$ cat src/rtl/seq_mul_if.sv
// seq_mul_if: start/busy/done handshake plus operand and product buses
// for the seq_mul sequential multiplier. The master drives a request and
// the slave (the multiplier) returns status and the full-width product.
interface seq_mul_if #(
  parameter int WIDTH = 16
);
  logic                 start;
  logic [WIDTH-1:0]     a;
  logic [WIDTH-1:0]     b;
  logic                 busy;
  logic                 done;
  logic [2*WIDTH-1:0]   product;

  modport master (
    output start,
    output a,
    output b,
    input  busy,
    input  done,
    input  product
  );

  modport slave (
    input  start,
    input  a,
    input  b,
    output busy,
    output done,
    output product
  );
endinterface

$ cat src/rtl/seq_mul.sv
// seq_mul: shift-and-add multiplier with a fixed latency of WIDTH cycles.
// One partial product is folded into the accumulator per RUN cycle; the
// last step's sum is written straight into the product register, so done
// rises on the same edge that updates the product.
// Optional feature: define SEQ_MUL_SIGNED_EN for two's-complement operands
// (magnitudes are multiplied and the sign is re-applied at completion).
module seq_mul #(
  parameter int WIDTH = 16
) (
  input  logic      clk,
  input  logic      rst,
  seq_mul_if.slave  bus
);

  localparam int PW = 2 * WIDTH;
  localparam int CW = $clog2(WIDTH);

  typedef enum logic [1:0] {
    IDLE = 2'd0,
    RUN  = 2'd1,
    DONE = 2'd2
  } state_t;

  state_t            r_state;
  logic [PW-1:0]     r_acc;
  logic [PW-1:0]     r_mcand;
  logic [WIDTH-1:0]  r_mplier;
  logic [CW-1:0]     r_cnt;
  logic [PW-1:0]     r_product;
  logic              r_busy;
  logic              r_done;

  logic [WIDTH-1:0]  w_mag_a;
  logic [WIDTH-1:0]  w_mag_b;
  logic [PW-1:0]     w_sum;
  logic [PW-1:0]     w_result;
  logic              w_last;

  // Accumulator plus the current partial product (mcand gated by mplier LSB).
  assign w_sum  = r_acc + (r_mplier[0] ? r_mcand : {PW{1'b0}});
  assign w_last = (r_cnt == CW'(WIDTH - 1));

`ifdef SEQ_MUL_SIGNED_EN
  logic              r_neg;

  // The most negative operand negates to itself, which read as unsigned is
  // exactly 2^(WIDTH-1), so no extra magnitude bit is needed.
  assign w_mag_a  = bus.a[WIDTH-1] ? ((~bus.a) + WIDTH'(1)) : bus.a;
  assign w_mag_b  = bus.b[WIDTH-1] ? ((~bus.b) + WIDTH'(1)) : bus.b;
  assign w_result = r_neg ? ((~w_sum) + PW'(1)) : w_sum;

  // Sign of the result, captured once per accepted operation.
  always_ff @(posedge clk) begin
    if (rst) begin
      r_neg <= 1'b0;
    end else if (bus.start && (r_state != RUN)) begin
      r_neg <= bus.a[WIDTH-1] ^ bus.b[WIDTH-1];
    end
  end
`else
  assign w_mag_a  = bus.a;
  assign w_mag_b  = bus.b;
  assign w_result = w_sum;
`endif

  // Controller and datapath: accept in IDLE/DONE, one shift-add step per RUN cycle.
  always_ff @(posedge clk) begin
    if (rst) begin
      r_state   <= IDLE;
      r_acc     <= '0;
      r_mcand   <= '0;
      r_mplier  <= '0;
      r_cnt     <= '0;
      r_product <= '0;
      r_busy    <= 1'b0;
      r_done    <= 1'b0;
    end else begin
      case (r_state)
        IDLE, DONE: begin
          if (bus.start) begin
            r_mcand  <= {{WIDTH{1'b0}}, w_mag_a};
            r_mplier <= w_mag_b;
            r_acc    <= '0;
            r_cnt    <= '0;
            r_state  <= RUN;
            r_busy   <= 1'b1;
            r_done   <= 1'b0;
          end else begin
            r_state  <= IDLE;
            r_busy   <= 1'b0;
            r_done   <= 1'b0;
          end
        end
        RUN: begin
          r_acc    <= w_sum;
          r_mcand  <= r_mcand << 1;
          r_mplier <= r_mplier >> 1;
          r_cnt    <= r_cnt + CW'(1);
          if (w_last) begin
            r_product <= w_result;
            r_state   <= DONE;
            r_busy    <= 1'b0;
            r_done    <= 1'b1;
          end
        end
        default: begin
          r_state <= IDLE;
          r_busy  <= 1'b0;
          r_done  <= 1'b0;
        end
      endcase
    end
  end

  assign bus.busy    = r_busy;
  assign bus.done    = r_done;
  assign bus.product = r_product;

endmodule

$ cat src/flat_wrapper.sv
// flat-port wrapper written by rule: the top's interface ports become plain ports
module seq_mul_flat 
#(
  parameter int WIDTH = 16
)
  (clk, rst, bus_start, bus_a, bus_b, bus_busy, bus_done, bus_product);
  seq_mul_if #(.WIDTH(WIDTH)) bus_i ();
  input  logic clk;
  input  logic rst;
  input wire logic [$bits(bus_i.start)-1:0] bus_start;
  input wire logic [$bits(bus_i.a)-1:0] bus_a;
  input wire logic [$bits(bus_i.b)-1:0] bus_b;
  output wire logic [$bits(bus_i.busy)-1:0] bus_busy;
  output wire logic [$bits(bus_i.done)-1:0] bus_done;
  output wire logic [$bits(bus_i.product)-1:0] bus_product;
  assign bus_i.start = bus_start;
  assign bus_i.a = bus_a;
  assign bus_i.b = bus_b;
  assign bus_busy = bus_i.busy;
  assign bus_done = bus_i.done;
  assign bus_product = bus_i.product;
  seq_mul #(.WIDTH(WIDTH)) u_core (.clk(clk), .rst(rst), .bus(bus_i));
endmodule
$ cat config.mk
export PLATFORM = sky130hd
export DESIGN_NAME = seq_mul_flat
export DESIGN_NICKNAME = d
export VERILOG_FILES = /design/src/rtl/seq_mul_if.sv /design/src/rtl/seq_mul.sv /design/src/flat_wrapper.sv
export SDC_FILE = /design/constraint.sdc
export NUM_CORES = 1
export LEC_CHECK = 0
export BUFFER_PORTS_ARGS = -buffer_cell sky130_fd_sc_hd__buf_2
export CAP_MARGIN = 20
export CORE_UTILIZATION = 50
export CTS_CLUSTER_DIAMETER = 100
export DETAILED_ROUTE_END_ITERATION = 8
export PLACE_DENSITY = 0.7
export SYNTH_ARGS = -nofsm -noshare
export SYNTH_HDL_FRONTEND = slang
export SYNTH_SLANG_ARGS = --single-unit
$ cat constraint.sdc
create_clock -name clk -period 4.3 [get_ports clk]
set_clock_uncertainty 0.2 [all_clocks]
set_input_delay 0.645 -clock clk [delete_from_list [all_inputs] [get_ports clk]]
set_output_delay 0.645 -clock clk [all_outputs]
set_load 0.02 [all_outputs]
==> results of run 1 <==
## final timing paths
check                                                           end
worst max-delay path            u_core.bus.product[27]$_SDFFE_PP0P_
worst min-delay path            u_core.bus.product[16]$_SDFFE_PP0P_
worst max register to register  u_core.bus.product[27]$_SDFFE_PP0P_
worst min register to register  u_core.bus.product[16]$_SDFFE_PP0P_
## cell usage in the layout (no fill, tap or decap), types with 4 or more instances in the layout
cell / netlist / final
o21ai_0: 22 / 22
xor2_1: 8 / 8
o21ai_1: 6 / 6
nand3_1: 12 / 12
dfxtp_1: 119 / 119
nor2_1: 50 / 47
buf_4: 0 / 7
o21bai_1: 6 / 6
a22oi_1: 18 / 18
a211oi_1: 8 / 8
a22o_1: 38 / 38
clkbuf_16: 0 / 17
inv_1: 11 / 11
and3_1: 6 / 6
nand3b_1: 5 / 5
xnor2_1: 22 / 22
a21oi_1: 68 / 68
buf_2: 3 / 68
inv_6: 0 / 4
ha_1: 32 / 32
o22ai_1: 16 / 16
or4_1: 4 / 4
and2_1: 35 / 35
nand2_1: 89 / 89
a21o_1: 21 / 21
nor3_1: 21 / 21
a31oi_1: 5 / 5
## through the flow
stage	cell area (sq um)	utilization (%)	worst slack (ns)	std cells
finish	6950	60.4	0.461	912
global route	6950	60.4	0.167	912
CTS	6950	60.4	0.481	912
detailed placement	6400	55.5	0.493	880
global placement	6380	55.4	0.600	879
floorplan	5970	-	1.22	708
## layout make-up
class / instances / area, sq um / share of cell area (%)
multi-input combinational: 530 / 3370 / 48.5
tap: 143 / 179 / 2.57
timing repair buffer: 77 / 424 / 6.10
clock inverter: 12 / 91.3 / 1.31
inverter: 11 / 41.3 / 0.594
sequential: 119 / 2380 / 34.3
clock buffer: 20 / 467 / 6.71
## kinds of logic after synthesis
logic type,after synthesis,synth area share [%]
adder cells (fa/ha/maj),33,7.04
buffers and inverters,59,3.90
flip-flops,119,39.9
AND/OR/NAND/NOR,236,18.6
AO/OA/AOI/OAI,231,26.2
XOR/XNOR,30,4.40
## power groups by stage
stage               Sequential [mW]  Combinational [mW]  Clock, mW
finish                         1.16               0.170       1.33
global route                   1.16               0.190       1.40
detailed placement             1.18               0.169          0
floorplan                      1.17               0.117          0
CTS                            1.16               0.170       1.35
global placement               1.18               0.160          0
## sequential cells by signal, indices dropped and copies added, names as in the netlist
| register | cells |
|---|---|
| u_core.bus.done | 1 |
| u_core.bus.product | 32 |
| u_core.r_acc | 32 |
| u_core.r_cnt | 4 |
| u_core.r_mcand | 32 |
| u_core.r_mplier | 16 |
| u_core.r_state | 2 |
## per-layer routing
metal | vias to the layer above | wire (microns) | track usage [%]
met2 | 111 | 7120 | 41.3
met1 | 2558 | 6890 | 32.0
met4 | 0 | 234 | 9.73
met5 | - | 0 | 0
met3 | 20 | 487 | 5.69
li1 | 2647 | - | -
## worst max-delay path, cell delays in order, from the launching register on
cell,delay [ns]
dfxtp_1,0.98
and2_1,0.30
ha_1,0.27
a211oi_2,0.24
nor4_1,0.09
or4_1,0.52
and2_1,0.21
a31oi_1,0.35
o21ai_0,0.19
xnor2_1,0.17
o31ai_1,0.21
==> flow_metrics.tcl, run 1 <==
set metrics [dict create \
    status "completed" \
    wl_microns 14700 \
    grt_start_max_net_pins 71 \
    synth_cell_types 54 \
    period_needed_ns 3.84 \
    drt_iter0_drc 295 \
    rsz0062_at_grt "no" \
    worstPathArrival_ns 3.97 \
    die_w_microns 111 \
    critPathMaxFanout 33 \
    drv_cap 0 \
    post_cts_resized 0 \
    yosys.area.top_type "dfxtp_1" \
    synth-edff-count 0 \
    switching_share_pct 25.2 \
    hold_viol 0 \
    hold_class "flip-flop to flip-flop" \
    p_sw_uw 670 \
    p_comb_share_pct 6.4 \
    grt-ovfl-total 0 \
    cts_tree "yes" \
    drc_errors 0 \
    synthDominantCellAreaShare_pct 39.9 \
    cts_setup_buffers 0 \
    clk_latency_ns 0.42 \
    finalSetupViolCount 0 \
    synth-seq-cells 119 \
    fillers 1046 \
    r2r_setup_slack_ns 0.46 \
    netlist_instances 708 \
    cp-startpoint "u_core.r_mplier[0]$_SDFFE_PP0P_" \
    vias_per_cell 5.85 \
    core_sq_um 11500 \
    wl_per_cell_microns 16.1 \
    die_y_microns 111 \
    startpoint_type "flip-flop" \
    ant_nets 0 \
    diodes 0 \
    tightest_slew_ns 1.01 \
    async_flop_share_pct 0 \
    end_kind "flip-flop" \
    ys_seq_area_share_pct 39.9 \
    fmax_mhz 260 \
    pin_count 69 \
    track_usage_pct 25.1 \
    grt_pass1_wl_microns 25000 \
    htreeDepth 4 \
    power_mw 2.65 \
    slew_headroom_pct 32.5 \
    tns_ns 0 \
    place.gp.congestion 0.902 \
    seqPwrFrac_pct 43.7 \
    clock-sinks 119 \
    initial_utilization_pct 51.9 \
    cts_made_buffers 17 \
    final.period_utilization_pct 89.3 \
    powerDensity_nw_per_um2 382 \
    crit_required_ns 4.43 \
    worstSetupPathType "flip-flop to flip-flop" \
    p_leak_nw 3.01 \
    syn2layout_area_growth_pct 16.4 \
    syn-num-nets 776 \
    rows 39 \
    min_path_cells 2 \
    synth.most_common_cell "dfxtp_1" \
    clock_power_share_pct 49.9 \
    ir_worst_vdd_v 0.000280 \
    internal-power_mw 1.98 \
    hold_start "u_core.bus.product[16]$_SDFFE_PP0P_" \
    r2r_cells 10 \
    clockBufferDepth 2 \
    r2r-start "u_core.r_mplier[0]$_SDFFE_PP0P_" \
    io_buffers 68 \
    synth_area_leaders "dfxtp_1 (40%), ha_1 (6.7%), a21oi_1 (5.7%), nand2_1 (5.6%), a22o_1 (5.6%)" \
    cts_root_buf "clkbuf_16" \
    syn_area_sq_um 5970 \
    nNetsFinal 824 \
    vias 5336 \
    antenna_found_initial 0 \
    hold_slack_ns 0.248 \
    cts.clk_slew.worst_paths_ns 0.06 \
    die_area_sq_um 12400 \
    drt_pass1_iterations 5 \
    syn_area_per_cell_sq_um 8.43 \
    synth_warnings 0 \
    drv_slew 0 \
    place_hpwl_microns 10100 \
    cts_hold_buf 0 \
    synthTopCellsByCount "dfxtp_1 (119), nand2_1 (89), a21oi_1 (68), nor2_1 (50), clkbuf_1 (40)" \
    grt_pass1_vias 5243 \
    drive_gt1_share_pct 15.6 \
    yosys_most_used_dff "dfxtp_1" \
]
Power figures use the tool's default switching activity.
==> inputs of run 2 (changes only) <==
--- a/config.mk
+++ b/config.mk
@@ -10,7 +10,7 @@
 export CORE_UTILIZATION = 50
 export CTS_CLUSTER_DIAMETER = 100
 export DETAILED_ROUTE_END_ITERATION = 8
-export PLACE_DENSITY = 0.7
+export PLACE_DENSITY = 0.79
 export SYNTH_ARGS = -nofsm -noshare
 export SYNTH_HDL_FRONTEND = slang
 export SYNTH_SLANG_ARGS = --single-unit
==> run 2 against run 1 <==
Compared with the run above:
- the run now ends with design-rule violations left
- routed wire length decreased by 3.6%
- largest cell class unchanged
- register-to-register slack improved by 0.03 ns
- sequential share of layout area about the same
- first-iteration DRC count decreased by 12%
- final cell count decreased by 0.11%
- sequential cell count unchanged
- count of clock-buffer cells in the layout unchanged
- total power increased by 2.2%
==> flow_metrics.tcl, run 2 (synthesis gave the netlist of run 1 again) <==
set metrics [dict create \
    status "finished with violations" \
    violations "design-rule violations" \
    crit_buf_inv 0 \
    topRoutingLayerUsed "met4" \
    cts_tree "yes" \
    core_sq_um 11500 \
    wl_per_cell_microns 15.6 \
    cts.clk_slew.worst_paths_ns 0.05 \
    rsz0062_at_grt "no" \
    cts_hold_buf 0 \
    post_cts_resized 0 \
    drv_cap 0 \
    tightest_slew_ns 0.995 \
    nNetsFinal 823 \
    diodes 0 \
    power_mw 2.71 \
    initial_utilization_pct 51.9 \
    track_usage_pct 24.0 \
    cts_made_buffers 17 \
    vias 5222 \
    crit_required_ns 4.43 \
    grt_pass1_vias 5021 \
    tns_ns 0 \
    pin_count 69 \
    drc_errors 6 \
    grt_start_max_net_pins 49 \
    crit_family "compound AO/OA/AOI/OAI gates" \
    final.period_utilization_pct 88.5 \
    slew_headroom_pct 33.5 \
    drt_pass1_iterations 7 \
    die_area_sq_um 12400 \
    wl_met3_microns 647 \
    die_w_microns 111 \
    powerDensity_nw_per_um2 390 \
    cts_root_buf "clkbuf_16" \
    wl_microns 14200 \
    vias_per_cell 5.73 \
    cts_setup_buffers 0 \
    startpoint_type "flip-flop" \
    die_y_microns 111 \
    finalSetupViolCount 0 \
    critPathMaxFanout 33 \
    critical_path.cell_chain "and2_1, ha_1, fa_1, a21o_1, a221oi_2, o211a_1, o31ai_1, a31oi_1, a31oi_1, xnor2_1, a211oi_1" \
    grt-ovfl-total 0 \
    syn2layout_area_growth_pct 16.5 \
    fmax_mhz 263 \
    worstPathArrival_ns 3.94 \
    worst_path_largest_cell_delay_ns 0.63 \
    final_common_cell "dfxtp_1" \
    drt_iter0_drc 259 \
    clockBufferDepth 2 \
    place.gp.congestion 0.905 \
    wl_met2_microns 6790 \
    antenna_found_initial 0 \
    period_needed_ns 3.81 \
    io_buffers 68 \
    r2r_setup_slack_ns 0.49 \
    hold_viol 0 \
    worstSetupPathType "flip-flop to flip-flop" \
    layout_common_cells "dfxtp_1 (119), nand2_1 (89), a21oi_1 (68), buf_2 (68), nor2_1 (47)" \
    place_hpwl_microns 9770 \
    ir_worst_vdd_v 0.000242 \
    cp_slowest_cell "dfxtp_1" \
    ant_nets 0 \
    grt_pass1_wl_microns 24100 \
    p_leak_nw 3.00 \
    m1WireLength_microns 6580 \
    end_kind "flip-flop" \
    hold_class "flip-flop to flip-flop" \
    fillers 1009 \
    clock-sinks 119 \
    rows 39 \
    crit_top_cell "a31oi_1" \
    drv_slew 0 \
    htreeDepth 4 \
    drive_gt1_share_pct 15.4 \
    clk_latency_ns 0.42 \
]
-- run 2: cell types whose count changed in the layout (fill, tap and decap cells not counted), moves of 2 or more --
cell	delta
clkinvlp_4	+3
inv_6	-3
clkinv_4	-3
bufinv_16	+2
-- run 2: path summary, 6_finish.rpt --
| check | from | endpoint | cells after the start |
|---|---|---|---|
| min reg2reg | u_core.bus.product[16]$_SDFFE_PP0P_ | u_core.bus.product[16]$_SDFFE_PP0P_ | 2 |
| max | u_core.r_mplier[0]$_SDFFE_PP0P_ | u_core.bus.product[28]$_SDFFE_PP0P_ | 11 |
| max reg2reg | u_core.r_mplier[0]$_SDFFE_PP0P_ | u_core.bus.product[28]$_SDFFE_PP0P_ | 11 |
| min | u_core.bus.product[16]$_SDFFE_PP0P_ | u_core.bus.product[16]$_SDFFE_PP0P_ | 2 |
-- run 2: stage by stage --
stage / cells / hold WS, ns / worst slack [ns] / instance area, sq um / util, %
CTS: 910 / 0.251 / 0.504 / 6950 / 60.3
detailed placement: 878 / 0.244 / 0.500 / 6360 / 55.3
finish: 911 / 0.249 / 0.492 / 6960 / 60.4
floorplan: 708 / 0.230 / 1.22 / 5970 / -
global placement: 878 / 0.241 / 0.629 / 6360 / 55.3
global route: 911 / 0.269 / 0.158 / 6960 / 60.4
-- run 2: area by class of cell --
type / count / area, sq um / area share [%]
Tap cell: 143 / 179 / 2.57
Inverter: 11 / 41.3 / 0.593
Sequential cell: 119 / 2380 / 34.2
Clock inverter: 12 / 126 / 1.82
Clock buffer: 20 / 457 / 6.56
Multi-Input combinational cell: 530 / 3370 / 48.4
Timing Repair Buffer: 76 / 404 / 5.81
-- run 2: worst register-to-register path, stage by stage (launching register included) --
cell	delay, ns
dfxtp_1	0.63
and2_1	0.34
ha_1	0.23
fa_1	0.43
a21o_1	0.23
a221oi_2	0.44
o211a_1	0.25
o31ai_1	0.13
a31oi_1	0.34
a31oi_1	0.15
xnor2_1	0.15
a211oi_1	0.22
-- run 2: report_power, final --
group | total, mW | switching (mW) | internal (mW)
Combinational | 0.164 | 0.103 | 0.0607
Sequential | 1.16 | 0.0252 | 1.13
Clock | 1.39 | 0.511 | 0.879
Total | 2.71 | 0.639 | 2.07
-- run 2: metal layers --
| metal | GRT usage [%] | up-vias |
|---|---|---|
| li1 | - | 2647 |
| met1 | 30.9 | 2434 |
| met2 | 39.8 | 122 |
| met3 | 5.41 | 19 |
| met4 | 7.57 | 0 |
| met5 | 0 | - |
